### src/rtl/breath_ramp_gen.sv
// Breathing-LED duty ramp: sawtooth or triangle duty sequence, stepped on PWM
// period boundaries so duty changes never tear a PWM period.
module breath_ramp_gen #(
  parameter int unsigned STEP_TICKS = 125000,
  parameter logic [31:0] DUTY_MAX   = 32'd100,
  parameter int unsigned HOLD_STEPS = 20
) (
  input  logic        clk,
  input  logic        rst_n,
  input  logic        enable,
  input  logic        mode,
  input  logic        period_wrap,
  output logic [31:0] duty_cycle,
  output logic        duty_update,
  output logic [2:0]  state
);

  localparam int PW = (STEP_TICKS > 1) ? $clog2(STEP_TICKS) : 1;
  localparam int HW = (HOLD_STEPS > 0) ? $clog2(HOLD_STEPS + 1) : 1;
  localparam logic [PW-1:0] PRE_TC   = PW'(STEP_TICKS - 1);
  localparam logic [HW-1:0] HOLD_END = HW'(HOLD_STEPS);

  typedef enum logic [2:0] {
    IDLE    = 3'd0,
    RISE    = 3'd1,
    HOLD_HI = 3'd2,
    FALL    = 3'd3,
    HOLD_LO = 3'd4
  } state_t;

  state_t          st, st_n;
  logic [PW-1:0]   presc, presc_n;
  logic [HW-1:0]   hold, hold_n;
  logic            pending, pending_n;
  logic            mode_l, mode_n;
  logic [31:0]     duty_n;
  logic            tc, step;

  assign state = st;
  assign tc    = (st != IDLE) && (presc == PRE_TC);
  // A terminal count coinciding with a wrap is consumed directly, never queued.
  assign step  = period_wrap && (pending || tc);

  always_ff @(posedge clk or negedge rst_n) begin
    if (!rst_n) st <= IDLE;
    else        st <= st_n;
  end

  always_comb begin
    st_n = st;
    if (st != IDLE && !enable) begin
      st_n = IDLE;
    end else begin
      case (st)
        IDLE:    if (enable) st_n = RISE;
        RISE:    if (step && mode_l && duty_cycle >= DUTY_MAX - 32'd1) st_n = HOLD_HI;
        HOLD_HI: if (step && hold == HOLD_END)
                   st_n = (DUTY_MAX == 32'd1) ? HOLD_LO : FALL;
        FALL:    if (step && duty_cycle == 32'd1) st_n = HOLD_LO;
        HOLD_LO: if (step && hold == HOLD_END) st_n = RISE;
        default: st_n = IDLE;
      endcase
    end
  end

  always_comb begin
    duty_n    = duty_cycle;
    hold_n    = hold;
    mode_n    = mode_l;
    presc_n   = tc ? '0 : presc + 1'b1;
    pending_n = step ? 1'b0 : (tc ? 1'b1 : pending);
    if (st == IDLE) begin
      presc_n   = '0;
      pending_n = 1'b0;
      hold_n    = '0;
      duty_n    = '0;
      if (enable) mode_n = mode;
    end else if (!enable) begin
      presc_n   = '0;
      pending_n = 1'b0;
      hold_n    = '0;
      duty_n    = '0;
    end else if (step) begin
      case (st)
        RISE: begin
          if (duty_cycle < DUTY_MAX) begin
            duty_n = duty_cycle + 32'd1;
            if (mode_l && duty_cycle == DUTY_MAX - 32'd1) hold_n = '0;
          end else if (!mode_l) begin
            duty_n = '0;
            mode_n = mode;
          end else begin
            hold_n = '0;
          end
        end
        HOLD_HI: begin
          if (hold < HOLD_END) begin
            hold_n = hold + 1'b1;
          end else begin
            hold_n = '0;
            duty_n = DUTY_MAX - 32'd1;
          end
        end
        FALL: begin
          if (duty_cycle != 32'd0) duty_n = duty_cycle - 32'd1;
          if (duty_cycle == 32'd1) hold_n = '0;
        end
        HOLD_LO: begin
          if (hold < HOLD_END) begin
            hold_n = hold + 1'b1;
          end else begin
            hold_n = '0;
            duty_n = 32'd1;
            mode_n = mode;
          end
        end
        default: ;
      endcase
    end
  end

  always_ff @(posedge clk or negedge rst_n) begin
    if (!rst_n) begin
      duty_cycle  <= '0;
      duty_update <= 1'b0;
      presc       <= '0;
      hold        <= '0;
      pending     <= 1'b0;
      mode_l      <= 1'b0;
    end else begin
      duty_cycle  <= duty_n;
      duty_update <= (duty_n != duty_cycle);
      presc       <= presc_n;
      hold        <= hold_n;
      pending     <= pending_n;
      mode_l      <= mode_n;
    end
  end

endmodule

### config.mk
export PLATFORM = sky130hd
export DESIGN_NAME = breath_ramp_gen
export DESIGN_NICKNAME = d
export VERILOG_FILES = /design/src/rtl/breath_ramp_gen.sv
export SDC_FILE = /design/constraint.sdc
export NUM_CORES = 1
export LEC_CHECK = 0
export CAP_MARGIN = 30
export CORE_ASPECT_RATIO = 0.8
export CORE_MARGIN = 2
export CORE_UTILIZATION = 43
export CTS_CLUSTER_DIAMETER = 80
export CTS_CLUSTER_SIZE = 8
export DETAILED_ROUTE_END_ITERATION = 8
export PLACE_DENSITY_LB_ADDON = 0.15
export SYNTH_ARGS = -nofsm -noshare
export SYNTH_HDL_FRONTEND = slang
export SYNTH_SLANG_ARGS = --single-unit
### constraint.sdc
create_clock -name clk -period 2.9 [get_ports clk]
set_input_delay 0.29 -clock clk [delete_from_list [all_inputs] [get_ports clk]]
set_output_delay 0.29 -clock clk [all_outputs]
set_load 0.01 [all_outputs]
# After elaboration in Yosys (flattened, before gate mapping)
# Cells that the tools add are included.
# word_totals
regBits,60
in_bits,5
out_inout_bits,36
elab_cells,95
# classes
add_sub_neg,4
n_lt_le_gt_ge,3
n_eq_ne,22
mux,40
n_reduce_logical,19
# op_table
cell,count
$mux W32,8
$pmux W32 S4,1
$mux W17,3
$mux W5,8
$add A32 B1 Y32 const B,1
$eq A32 B1 Y1 const B,1
$eq A32 B7 Y1 const B,1
$ge A32 B7 Y1 const B,1
$lt A32 B7 Y1 const B,1
$ne A32 B32 Y1,1
$reduce_bool A32 Y1,1
$sub A32 B1 Y32 const B,1
$ne A3 B3 Y1 const B,7
$mux W3,6
$add A17 B1 Y17 const B,1
$eq A17 B17 Y1 const B,1
$pmux W3 S5,1
$pmux W5 S3,1
$reduce_and A5 Y1,3
$mux W1,11
$ne A5 B5 Y1 const B,2
$logic_and A1 B1 Y1,8
$eq A3 B2 Y1 const B,2
$reduce_bool A3 Y1,2
15 further kinds,15

# Longest topological paths before layout
# Gate-level depths: netlist (run 1).
# logic_depth
ltp_word,9
depth_mapped,12
depth_no_buf,10

# Least setup slack after synthesis (run 1)
# OpenSTA, ideal clock, no wires.
# synth_path
kind,register -> register
from,reg presc[0]
to,reg duty_update
setup_time_ns,0.133
t_arrival_ns,3.104
t_required_ns,2.767
path_slack_ns,-0.337
path_stages_with_launch,11
n_path_buf,1
period_less_slack_ns,3.237
path_cell_list,dfrtp_1 > ha_1 > or4b_2 > o41a_1 > or3_1 > buf_2 > o21ai_0 > o2111ai_1 > o32a_1 > nor4_1 > nand3_1
# synth_between
elab_chain_cells,8
# synth_lines
item,line,text
"start, declared",32,"logic [PW-1:0] presc, presc_n;"
"start signal, assigned",133,presc <= presc_n;
$eq A17 B17 Y1,40,assign tc = (st != IDLE) && (presc == PRE_TC);
$logic_and A1 B1 Y1,40,
$logic_or A1 B1 Y1,42,assign step = period_wrap && (pending || tc);
$logic_and A1 B1 Y1,42,
$mux W32,83,end else if (step) begin
$mux W32,78,end else if (!enable) begin
$mux W32,72,if (st == IDLE) begin
$ne A32 B32 Y1,132,duty_update <= (duty_n != duty_cycle);
"end signal, assigned",132,
"end, declared",14,"output logic duty_update,"
# Every way passes these cells.
# A chain may end at the register's enable or synchronous reset.

# Worst setup path in the final report (run 1)
# layout_path
from,reg presc[7]
to,reg duty_update
# The elaborated chain is that of the path after synthesis.

==> qor.yml, run 1 <==
synth:
  synth_ff_type: "dfrtp_1"
  syn_inst: 629
  ys_seq_area_share_pct: 31.7
  avgSynthCellArea_um2: 7.54
  synthesis.nets: 641
  synth_edf_count: 0
  ys_ff_latch: 60
  synth-async-reset-ratio_pct: 100
  synth_area_um2: 4740
  yosysUniqueCellTypes: 69
  yosysWarnings: 0
hold_path:
  hold_path_class: "in -> async"
detailed_routing:
  dr.pass1.iters: 5
  routed_via_density: 6.20
  via_count: 5943
  drtIter0Drc: 763
  routedWlPerCell_um: 20.8
  drc_errors: 0
  wirelength_um: 19900
  ant_nets: 0
clocking:
  root_buffer: "clkbuf_16"
  clock-sinks: 60
  tritoncts: "built"
  clk_path_buf_depth: 2
  clk_pin_slew_ns: 0.06
  numCtsBuffers: 9
  clk_latency_ns: 0.34
  htree_levels: 3
sta:
  rsz0062_at_grt: "true"
  relSlewSlack_pct: 51.6
  tns_ns: -0.118
  tightest_slew_ns: 0.726
  setup_ws_ns: -0.118
  clock_skew_ns: 0.00635
  layout_min_cycle_time_ns: 3.02
  fmax_mhz: 331
  hold_viol_final: 0
  finalSetupViolCount: 1
  drv_slew: 0
  hold_slack_ns: 0.000878
  fin_crit_sh_pct: 104
outcome:
  failed_checks: "negative setup slack"
  outcome: "finished, violations left"
power:
  power.leakage_nw: 3.07
  vdd_drop_max_mv: 0.393
  powerDensity_nw_per_um2: 475
  total_power_w: 0.00326
placement:
  port_buffers: 40
  hpwl_um: 15300
  dpl-instance-area_um2: 6430
  gp_congestion: 1.01
worst_setup_path:
  crit_arrival_ns: 3.23
  required_ns: 3.11
  ff2ff_path_depth: 9
  cp-end-kind: "register"
  worst_setup_path_start_kind: "register"
  rrSetupSlack_ns: -0.12
  critPathMaxFanout: 7
  crit_type: "reg -> reg"
  rr_endpoint: "duty_update"
  reg2reg_from: "presc[7]"
die:
  pin_count: 41
  die_h_um: 97.9
  placementRows: 34
  start_util_pct: 43.9
  die_area_um2: 11900
  core_um2: 10800
  die_w_um: 121
layout:
  area_growth_pct: 45.0
  num-nets-final: 821
  postLayoutCellArea_um2: 6880
  diodes: 0
  layout-drive-gt1-share_pct: 27.3
grt:
  grt-ovfl-total: 0
  grt_max_degree: 33
  grt_first_pass_wirelength_um: 31700
  antenna_found_initial: 0
  first_global_vias: 5695
  track_usage_pct: 34.5
job:
  timing.max_cap.violations: 0
==> repair_timing <==
action	CTS	global route
hold buffers	0	0
setup endpoints to repair	16	21
buffers inserted	1	2
pin swaps	6	9
gates resized for setup	8	21
gates cloned	0	0
==> area by class of cell <==
type	instances	area [um^2]
fillers	972	3930
multi-input cells	508	3130
repair buffers	209	1680
flip-flops and latches	60	1500
clock buffers	10	239
well taps	144	180
inverters	21	78.8
clock inverters	6	70.1
==> synthesized netlist by cell type, types with 3 or more instances <==
library cell  instances  share of area [%]
nor2_1               86                6.8
dfrtp_1              60                 32
nand2_1              54                4.3
a21oi_1              52                5.5
clkbuf_1             32                2.5
nand3_1              32                3.4
o21ai_0              31                3.3
nor3_1               27                2.8
inv_1                21                1.7
nor4_1               19                2.5
a31oi_1              16                2.1
nand4_1              13                1.7
and3_1               11                1.5
o31ai_1              10                1.6
xor2_1                9                1.7
a211oi_1              8                1.3
and2_1                8                1.1
buf_2                 7               0.74
ha_1                  7                1.8
nand2b_1              7               0.92
or3_1                 7               0.92
or4_1                 7                1.1
o21a_1                6               0.95
xnor2_1               6                1.1
a21o_1                5               0.79
a311oi_1              5               0.92
nor3b_1               5               0.79
o211ai_1              5               0.79
or2_2                 5               0.66
a41oi_1               4               0.74
o41ai_1               4               0.74
a211o_1               3               0.55
and4_1                3               0.55
mux2i_1               3               0.63
o2111ai_1             3               0.55
o311ai_0              3               0.55
or4_4                 3               0.71
==> layer usage <==
| metal | share of wire (%) | routed length [um] | GRT usage [%] | up-vias |
|---|---|---|---|---|
| li1 | - | - | - | 2724 |
| met1 | 45 | 8960 | 53.3 | 2782 |
| met2 | 41 | 8120 | 47.6 | 405 |
| met3 | 12 | 2480 | 9.29 | 32 |
| met4 | 1.8 | 352 | 7.78 | 0 |
| met5 | 0 | 0 | 0 | - |
==> worst max-delay path by stage <==
stage                        endpoint  cells past startpoint            from  slack, ns
after floorplan           duty_update                     10  duty_cycle[26]      -0.26
after global placement    duty_update                     10        presc[0]      -0.22
after detailed placement  duty_update                     10        presc[0]      -0.39
after CTS                 duty_update                      8  duty_cycle[28]      -0.09
after global routing      duty_update                     12   duty_cycle[2]      -0.22
final                     duty_update                      9        presc[7]      -0.12
==> where the power goes <==
group          internal [W]  total [W]  leakage (nW)  switching, W
Combinational      0.000485    0.00123          2.08      0.000746
Clock              0.000696    0.00113         0.153      0.000431
Sequential         0.000876   0.000905         0.830     0.0000296
==> metrics by stage <==
step,setup slack [ns],utilization [%],instances
after floorplan,-0.264,-,629
after global placement,-0.224,59.5,939
after detailed placement,-0.391,59.5,939
after CTS,-0.0921,62.7,956
after global routing,-0.219,63.6,958
final,-0.118,63.6,958
==> cell usage in the layout (no fill, tap or decap), drive strengths merged, types with 4 or more instances in the layout <==
cell,n
nand3,32
a211oi,8
clkdlybuf4s50,39
nor4,20
a41oi,4
nand4,14
dfrtp,60
nor2,86
o41ai,4
and2,8
nor3,27
or3,7
or2,5
inv,23
buf,170
nor3b,6
a311oi,5
o21ai,32
or4,10
a21o,5
clkbuf,10
ha,7
xor2,9
nand2b,7
o211ai,6
xnor2,6
and3,11
nand2,54
o21a,6
a21oi,52
o31ai,10
a31oi,16
==> flip-flops by register name, summed over array words and instances, names as in the netlist <==
register     count
duty_update      1
pending          1
duty_cycle      32
mode_l           1
state            3
presc           17
hold             5
==> worst max-delay path, stage by stage (launching register included) <==
cell and delay [ns]:
dfrtp_1 0.38, or4b_4 0.55, o41a_1 0.45, or3_4 0.39
buf_4 0.18, o21ai_1 0.17, o21ai_0 0.13, o32a_1 0.32
nor4_2 0.24, nand3_1 0.09
==> kinds of logic (layout without fill, tap and decap cells) <==
kind of cell,after synthesis,count (layout),synth area share (%)
XOR/XNOR,15,15,2.77
buffers and inverters,61,246,5.17
flip-flops,60,60,31.7
multiplexers,3,3,0.633
AND/OR/NAND/NOR,299,299,32.2
AO/OA/AOI/OAI,184,184,25.7
adder cells (fa/ha/maj),7,7,1.85
No activity file was read; power rests on OpenSTA's default activity.
==> run 2: changes to the inputs <==
--- a/config.mk
+++ b/config.mk
@@ -5,7 +5,7 @@
 export SDC_FILE = /design/constraint.sdc
 export NUM_CORES = 1
 export LEC_CHECK = 0
-export CAP_MARGIN = 30
+export CAP_MARGIN = 15
 export CORE_ASPECT_RATIO = 0.8
 export CORE_MARGIN = 2
 export CORE_UTILIZATION = 43
==> results of run 2 <==
No change in the layout: final DEF, timing and power equal those of run 1.
